File: src/rtl/strm_gen.sv
// strm_gen: soft-register controlled stream generator.
// A start write launches a run of N words. Each word carries LANES 32-bit
// lanes derived from either an incrementing counter or a Galois LFSR. The
// words are split into packets of pkt_len words and tdest rotates over
// dest_cnt destinations. Cycle, stall and checksum statistics are kept and
// can be read back over the soft-register port.
//
// Stream handshake: a word transfers on every rising edge where tvalid and
// tready are both high. Once tvalid is raised it stays high, with tdata,
// tdest and tlast held constant, until that transfer happens. tready may
// change freely and never depends on tvalid inside this block.
module strm_gen #(
  parameter int DATA_W = 512,
  parameter int DEST_W = 5
) (
  input  logic              clk,
  input  logic              rst_n,
  input  logic              softreg_req_valid,
  input  logic              softreg_req_is_write,
  input  logic [31:0]       softreg_req_addr,
  input  logic [63:0]       softreg_req_data,
  output logic              softreg_resp_valid,
  output logic [63:0]       softreg_resp_data,
  output logic              axis_m_tvalid,
  output logic [DATA_W-1:0] axis_m_tdata,
  output logic [DEST_W-1:0] axis_m_tdest,
  output logic              axis_m_tlast,
  input  logic              axis_m_tready,
  output logic              dbg_state
);

  localparam int          LANES = DATA_W / 32;
  // Bit 0 of the tap constant marks the feedback stage itself; after the
  // right shift it has no destination, so only bits 31:1 are XORed in.
  localparam logic [31:0] TAPS  = 32'h8020_0003;

  localparam logic [31:0] A_SEED  = 32'h00;
  localparam logic [31:0] A_PLEN  = 32'h08;
  localparam logic [31:0] A_DCNT  = 32'h10;
  localparam logic [31:0] A_MODE  = 32'h18;
  localparam logic [31:0] A_START = 32'h20;
  localparam logic [31:0] A_SENT  = 32'h28;
  localparam logic [31:0] A_CYC   = 32'h30;
  localparam logic [31:0] A_RNV   = 32'h38;
  localparam logic [31:0] A_VNR   = 32'h40;
  localparam logic [31:0] A_CSUM  = 32'h48;
  localparam logic [31:0] A_STAT  = 32'h50;

  typedef enum logic {
    S_IDLE = 1'b0,
    S_RUN  = 1'b1
  } state_t;

  state_t state_q, state_d;

  // configuration (stored already normalised: pkt_len >= 1, 1 <= dest_cnt <= 32)
  logic [31:0] seed;
  logic [15:0] pkt_len;
  logic [5:0]  dest_cnt;
  logic        mode;

  // run state
  logic [33:0] words;
  logic [33:0] sent;
  logic [31:0] pat;
  logic [15:0] pkt_pos;
  logic [5:0]  dest_idx;
  logic        tvalid_q;

  // statistics
  logic [47:0] cyc;
  logic [47:0] rnv;
  logic [47:0] vnr;
  logic [31:0] checksum;

  logic        wr;
  logic        rd;
  logic        cfg_wr_ok;
  logic        start_wr;
  logic        run_req;
  logic        hs;
  logic        final_hs;
  logic        last_word;
  logic [5:0]  dest_cnt_wr;
  logic [15:0] pkt_len_wr;
  logic        unused_bits;

  assign unused_bits = ^softreg_req_data[63:34];

  function automatic logic [31:0] lfsr_next(input logic [31:0] v);
    lfsr_next = (v >> 1) ^ (v[0] ? {TAPS[31:1], 1'b0} : 32'h0);
  endfunction

  // Request decode: config and start writes only land while idle.
  always_comb begin
    wr        = softreg_req_valid && softreg_req_is_write;
    rd        = softreg_req_valid && !softreg_req_is_write;
    cfg_wr_ok = wr && (state_q == S_IDLE);
    start_wr  = cfg_wr_ok && (softreg_req_addr == A_START);
    run_req   = start_wr && (softreg_req_data[33:0] != 34'd0);
    hs        = tvalid_q && axis_m_tready;
    final_hs  = hs && (words == 34'd1);
    last_word = (pkt_pos == pkt_len - 16'd1) || (words == 34'd1);
  end

  // Normalise incoming pkt_len / dest_cnt values before storing them.
  always_comb begin
    pkt_len_wr = softreg_req_data[15:0];
    if (softreg_req_data[15:0] == 16'd0) pkt_len_wr = 16'd1;
    dest_cnt_wr = softreg_req_data[5:0];
    if (softreg_req_data[5:0] == 6'd0)
      dest_cnt_wr = 6'd1;
    else if (softreg_req_data[5:0] > 6'd32)
      dest_cnt_wr = 6'd32;
  end

  // FSM state register.
  always_ff @(posedge clk or negedge rst_n) begin
    if (!rst_n) state_q <= S_IDLE;
    else        state_q <= state_d;
  end

  // FSM next state: launch on a nonzero start, finish on the last transfer.
  always_comb begin
    state_d = state_q;
    case (state_q)
      S_IDLE:  if (run_req)  state_d = S_RUN;
      S_RUN:   if (final_hs) state_d = S_IDLE;
      default: state_d = S_IDLE;
    endcase
  end

  // tvalid is registered and simply tracks the RUN state one edge ahead.
  always_ff @(posedge clk or negedge rst_n) begin
    if (!rst_n) tvalid_q <= 1'b0;
    else        tvalid_q <= (state_d == S_RUN);
  end

  // Stream outputs: lanes are pat + lane index; all fields depend only on
  // registers that change on a transfer, so they hold during a stall.
  always_comb begin
    axis_m_tdata = '0;
    for (int i = 0; i < LANES; i++) begin
      axis_m_tdata[i*32 +: 32] = pat + 32'(i);
    end
    axis_m_tvalid = tvalid_q;
    axis_m_tlast  = tvalid_q && last_word;
    axis_m_tdest  = DEST_W'(dest_idx);
    dbg_state     = (state_q == S_RUN);
  end

  // Configuration registers, writable only while idle.
  always_ff @(posedge clk or negedge rst_n) begin
    if (!rst_n) begin
      seed     <= 32'd0;
      pkt_len  <= 16'd1;
      dest_cnt <= 6'd1;
      mode     <= 1'b0;
    end else if (cfg_wr_ok) begin
      case (softreg_req_addr)
        A_SEED:  seed     <= softreg_req_data[31:0];
        A_PLEN:  pkt_len  <= pkt_len_wr;
        A_DCNT:  dest_cnt <= dest_cnt_wr;
        A_MODE:  mode     <= softreg_req_data[0];
        default: ;
      endcase
    end
  end

  // Run datapath and statistics: a start write reloads everything,
  // otherwise the pattern, indices and counters advance per transfer/cycle.
  always_ff @(posedge clk or negedge rst_n) begin
    if (!rst_n) begin
      words    <= 34'd0;
      sent     <= 34'd0;
      pat      <= 32'd0;
      pkt_pos  <= 16'd0;
      dest_idx <= 6'd0;
      cyc      <= 48'd0;
      rnv      <= 48'd0;
      vnr      <= 48'd0;
      checksum <= 32'd0;
    end else if (start_wr) begin
      words    <= softreg_req_data[33:0];
      sent     <= 34'd0;
      pat      <= (mode && seed == 32'd0) ? 32'd1 : seed;
      pkt_pos  <= 16'd0;
      dest_idx <= 6'd0;
      cyc      <= 48'd0;
      rnv      <= 48'd0;
      vnr      <= 48'd0;
      checksum <= 32'd0;
    end else begin
      if (state_q == S_RUN) begin
        cyc <= cyc + 48'd1;
        if (axis_m_tready && !tvalid_q) rnv <= rnv + 48'd1;
      end
      if (tvalid_q && !axis_m_tready) vnr <= vnr + 48'd1;
      if (hs) begin
        words    <= words - 34'd1;
        sent     <= sent + 34'd1;
        checksum <= checksum + pat;
        pat      <= mode ? lfsr_next(pat) : pat + 32'(LANES);
        if (last_word) begin
          pkt_pos  <= 16'd0;
          dest_idx <= (dest_idx == dest_cnt - 6'd1) ? 6'd0 : dest_idx + 6'd1;
        end else begin
          pkt_pos  <= pkt_pos + 16'd1;
        end
      end
    end
  end

  // Read port: one-cycle latency; unmapped addresses keep the last data.
  always_ff @(posedge clk or negedge rst_n) begin
    if (!rst_n) begin
      softreg_resp_valid <= 1'b0;
      softreg_resp_data  <= 64'd0;
    end else begin
      softreg_resp_valid <= rd;
      if (rd) begin
        case (softreg_req_addr)
          A_SEED:  softreg_resp_data <= {31'd0, seed, mode};
          A_START: softreg_resp_data <= {30'd0, words};
          A_SENT:  softreg_resp_data <= {30'd0, sent};
          A_CYC:   softreg_resp_data <= {16'd0, cyc};
          A_RNV:   softreg_resp_data <= {16'd0, rnv};
          A_VNR:   softreg_resp_data <= {16'd0, vnr};
          A_CSUM:  softreg_resp_data <= {32'd0, checksum};
          A_STAT:  softreg_resp_data <= {41'd0, (state_q == S_RUN), pkt_pos, dest_idx};
          default: softreg_resp_data <= softreg_resp_data;
        endcase
      end
    end
  end

endmodule

File: config.mk
export PLATFORM = sky130hd
export DESIGN_NAME = strm_gen
export DESIGN_NICKNAME = d
export VERILOG_FILES = /design/src/rtl/strm_gen.sv
export SDC_FILE = /design/constraint.sdc
export NUM_CORES = 1
export LEC_CHECK = 0
export ABC_CLOCK_PERIOD_IN_PS = 8800
export BUFFER_PORTS_ARGS = -buffer_cell sky130_fd_sc_hd__buf_4
export CORE_AREA = 2 2 266 268
export CTS_CLUSTER_DIAMETER = 60
export CTS_CLUSTER_SIZE = 30
export DETAILED_ROUTE_END_ITERATION = 6
export DIE_AREA = 0 0 268 270
export HOLD_SLACK_MARGIN = 0.08
export MAX_ROUTING_LAYER = met4
export PLACE_DENSITY = 0.71
export SKIP_CTS_REPAIR_TIMING = 1
export SLEW_MARGIN = 5
export SYNTH_ARGS = -nofsm -noshare
export SYNTH_HDL_FRONTEND = slang
export SYNTH_SLANG_ARGS = --single-unit
File: constraint.sdc
create_clock -name clk -period 8.8 [get_ports clk]
set_input_delay 0.88 -clock clk [delete_from_list [all_inputs] [get_ports clk]]
set_output_delay 0.88 -clock clk [all_outputs]
set_load 0.05 [all_outputs]
==> results.tsv <==
metric	value	unit
row count	97	
root buffer cell	clkbuf_16	
CTS clk-pin slew, worst paths	0.07	ns
met3 Use GR	0.0686	
Core ar.	69500	sq um
Post-synth EDFFs	0	
Routability Congestion	0.981	
GRT met1 Usage	0.449	
WL/cell	25.1	um
htree depth	2	
met2 Use GR	0.515	
most frequent cells in the layout	buf_4, nor2_1, nand2_1	
Starting Density	0.414	
Avg Cell Area, Syn	8.27	sq um
worst path required time	7.92	ns
DIE AREA	72400	sq um
HPWL Detailed	91.6	mm
Via density	5.81	
ANT nets after route	0	
RSZ-0062 raised after global routing	no	
max-cap viol count	0	
initial antenna violation count	5	
Worst setup SP type	flop	
Max-slew headroom	0.183	
# DRC	6	
die height	270	um
setup_tns	0	ns
latest clock arrival within the worst-skew pair	0.58	ns
clk_skew	0.0282	ns
Worst Tran Pin Value	1.22	ns
setup violators final	0	
failing checks	design-rule violations	
PortBufs	639	
Detailed Route WL	123	mm
commonest non-fill, non-tap cell in the layout	buf_4	
vias in the first global route	27000	
Slew Viols, Final	0	
first-pass GRT wire length	180	mm
cell area power density	107	nW/um^2
CTS tree	built	
Critical Path AT	5.25	ns
GRT Max-Usage Layer	met2	
Clock Sinks	403	
drt initial violations	3377	
CP Capture Type	output pin	
post-synth cell types	84	
CTS buffer count	37	
DR pass1 iterations	7	
CP Class	flop to output pin	
Cells after Synth	3480	
Synth Flop Type	dfrtp_1	
layout cells sized above 1	0.221	
via count	28600	
Highest Clock Rate	163	MHz
outcome	complete, but fails checks	
clk buf depth	3	
total power	3800	uW
cell area after synthesis	28800	sq um
leakage power	0.0166	uW
largest net degree at the start of global routing	153	
Max IR drop VDD	108	uV
Worst Hold Class	primary input to asynchronous set/reset pin	
Top Ports	686	
CP max FO	23	
flip-flop and latch count after synthesis	403	
Syn. warnings	0	
Total GRT Usage	0.341	
minimum clock period	6.13	ns
area delta synth->final	23.1	%
Final period util	0.697	
nets	4102	
die width	268	um
gr ovfl total	0	
register area share after synthesis	0.350	
final hold vios	0	
Async S/R FF share, synth	1.00	
layout make-up:
cell class | instances | area, sq um
well taps | 940 | 1180
clock buffers | 42 | 997
repair buffers | 705 | 5310
multi-input cells | 2745 | 17300
fillers | 6597 | 34100
clock inverters | 25 | 387
flip-flops and latches | 403 | 10100
diodes | 1 | 2.50
inverters | 53 | 199
metrics by stage:
stage	hold WS (ns)	setup WS, ns	util	area [sq um]	instances
3_5_place_dp	0.470	3.42	0.490	34100	4846
4_1_cts	0.424	2.80	0.510	35400	4913
3_3_place_gp	0.465	3.46	0.490	34100	4846
6_report	0.382	2.67	0.510	35400	4914
5_1_grt	0.471	2.55	0.510	35400	4913
2_1_floorplan	0.452	4.21	-	28800	3495
flip-flops by register name, summed over array words and instances (netlist names), 6 cells and up:
signal,count
cyc,48
rnv,48
softreg_resp_data,48
vnr,48
sent,34
words,34
checksum,32
pat,32
seed,32
pkt_len,16
pkt_pos,16
dest_cnt,6
dest_idx,6
critical path, cell delays in order, from the launching register on:
cell     delay (ns)
dfrtp_1        0.41
buf_4          0.42
ha_1           0.89
nand3_1        0.44
nor2_1         0.87
nand2_1        0.18
nor4_2         0.81
nand2_1        0.23
xnor2_1        0.19
buf_4          0.22
logic make-up (layout without fill, tap and decap cells):
group           after synthesis  after routing  share of synthesized area
buf+inv                     347            825                     0.0534
simple gates               1416           1416                      0.229
xor+xnor                    589            589                      0.179
flops                       403            403                      0.350
compound gates              602            602                      0.138
mux                          66             66                     0.0253
fa+ha+maj                    56             56                     0.0246
other cells                   1             17                   0.000130
power by group:
group / total (uW) / switching [uW] / internal [uW]
registers: 1850 / 0.0633 / 1850
logic: 105 / 79.1 / 25.7
clock network: 1840 / 854 / 989
synthesized netlist by cell type (all sizes together) (46+ instances only):
| master | instances | area [sq um] |
|---|---|---|
| xor2 | 277 | 2430 |
| a21oi | 129 | 646 |
| nor2 | 446 | 1670 |
| o21ai | 184 | 921 |
| a22oi | 46 | 345 |
| nand3 | 137 | 686 |
| dfrtp | 401 | 10000 |
| ha | 55 | 688 |
| xnor2 | 312 | 2730 |
| nand2 | 427 | 1600 |
| and3 | 52 | 327 |
| inv | 52 | 195 |
| clkbuf | 181 | 679 |
| nor3 | 64 | 342 |
| mux2 | 54 | 608 |
| and2 | 67 | 422 |
| buf | 113 | 659 |
| a222oi | 52 | 521 |
metal layers:
metal | routed length [um] | vias to the layer above
li1 | - | 12800
met1 | 50300 | 14000
met2 | 55500 | 1540
met3 | 12000 | 237
met4 | 5460 | 0
met5 | 0 | -
final timing paths:
check	start	endpoint	slack (ns)	cells past startpoint
max	pat[4]	axis_m_tdata[93]	2.67	9
min	rst_n	checksum[27]	0.38	1
max reg2reg	pat[4]	pat[24]	4.16	12
min reg2reg	softreg_resp_data[35]	softreg_resp_data[35]	0.48	2
max in group asynchronous	rst_n	rnv[24]	6.63	3
min in group clk	softreg_resp_data[35]	softreg_resp_data[35]	0.48	2
(Power assumes the default switching activity.)
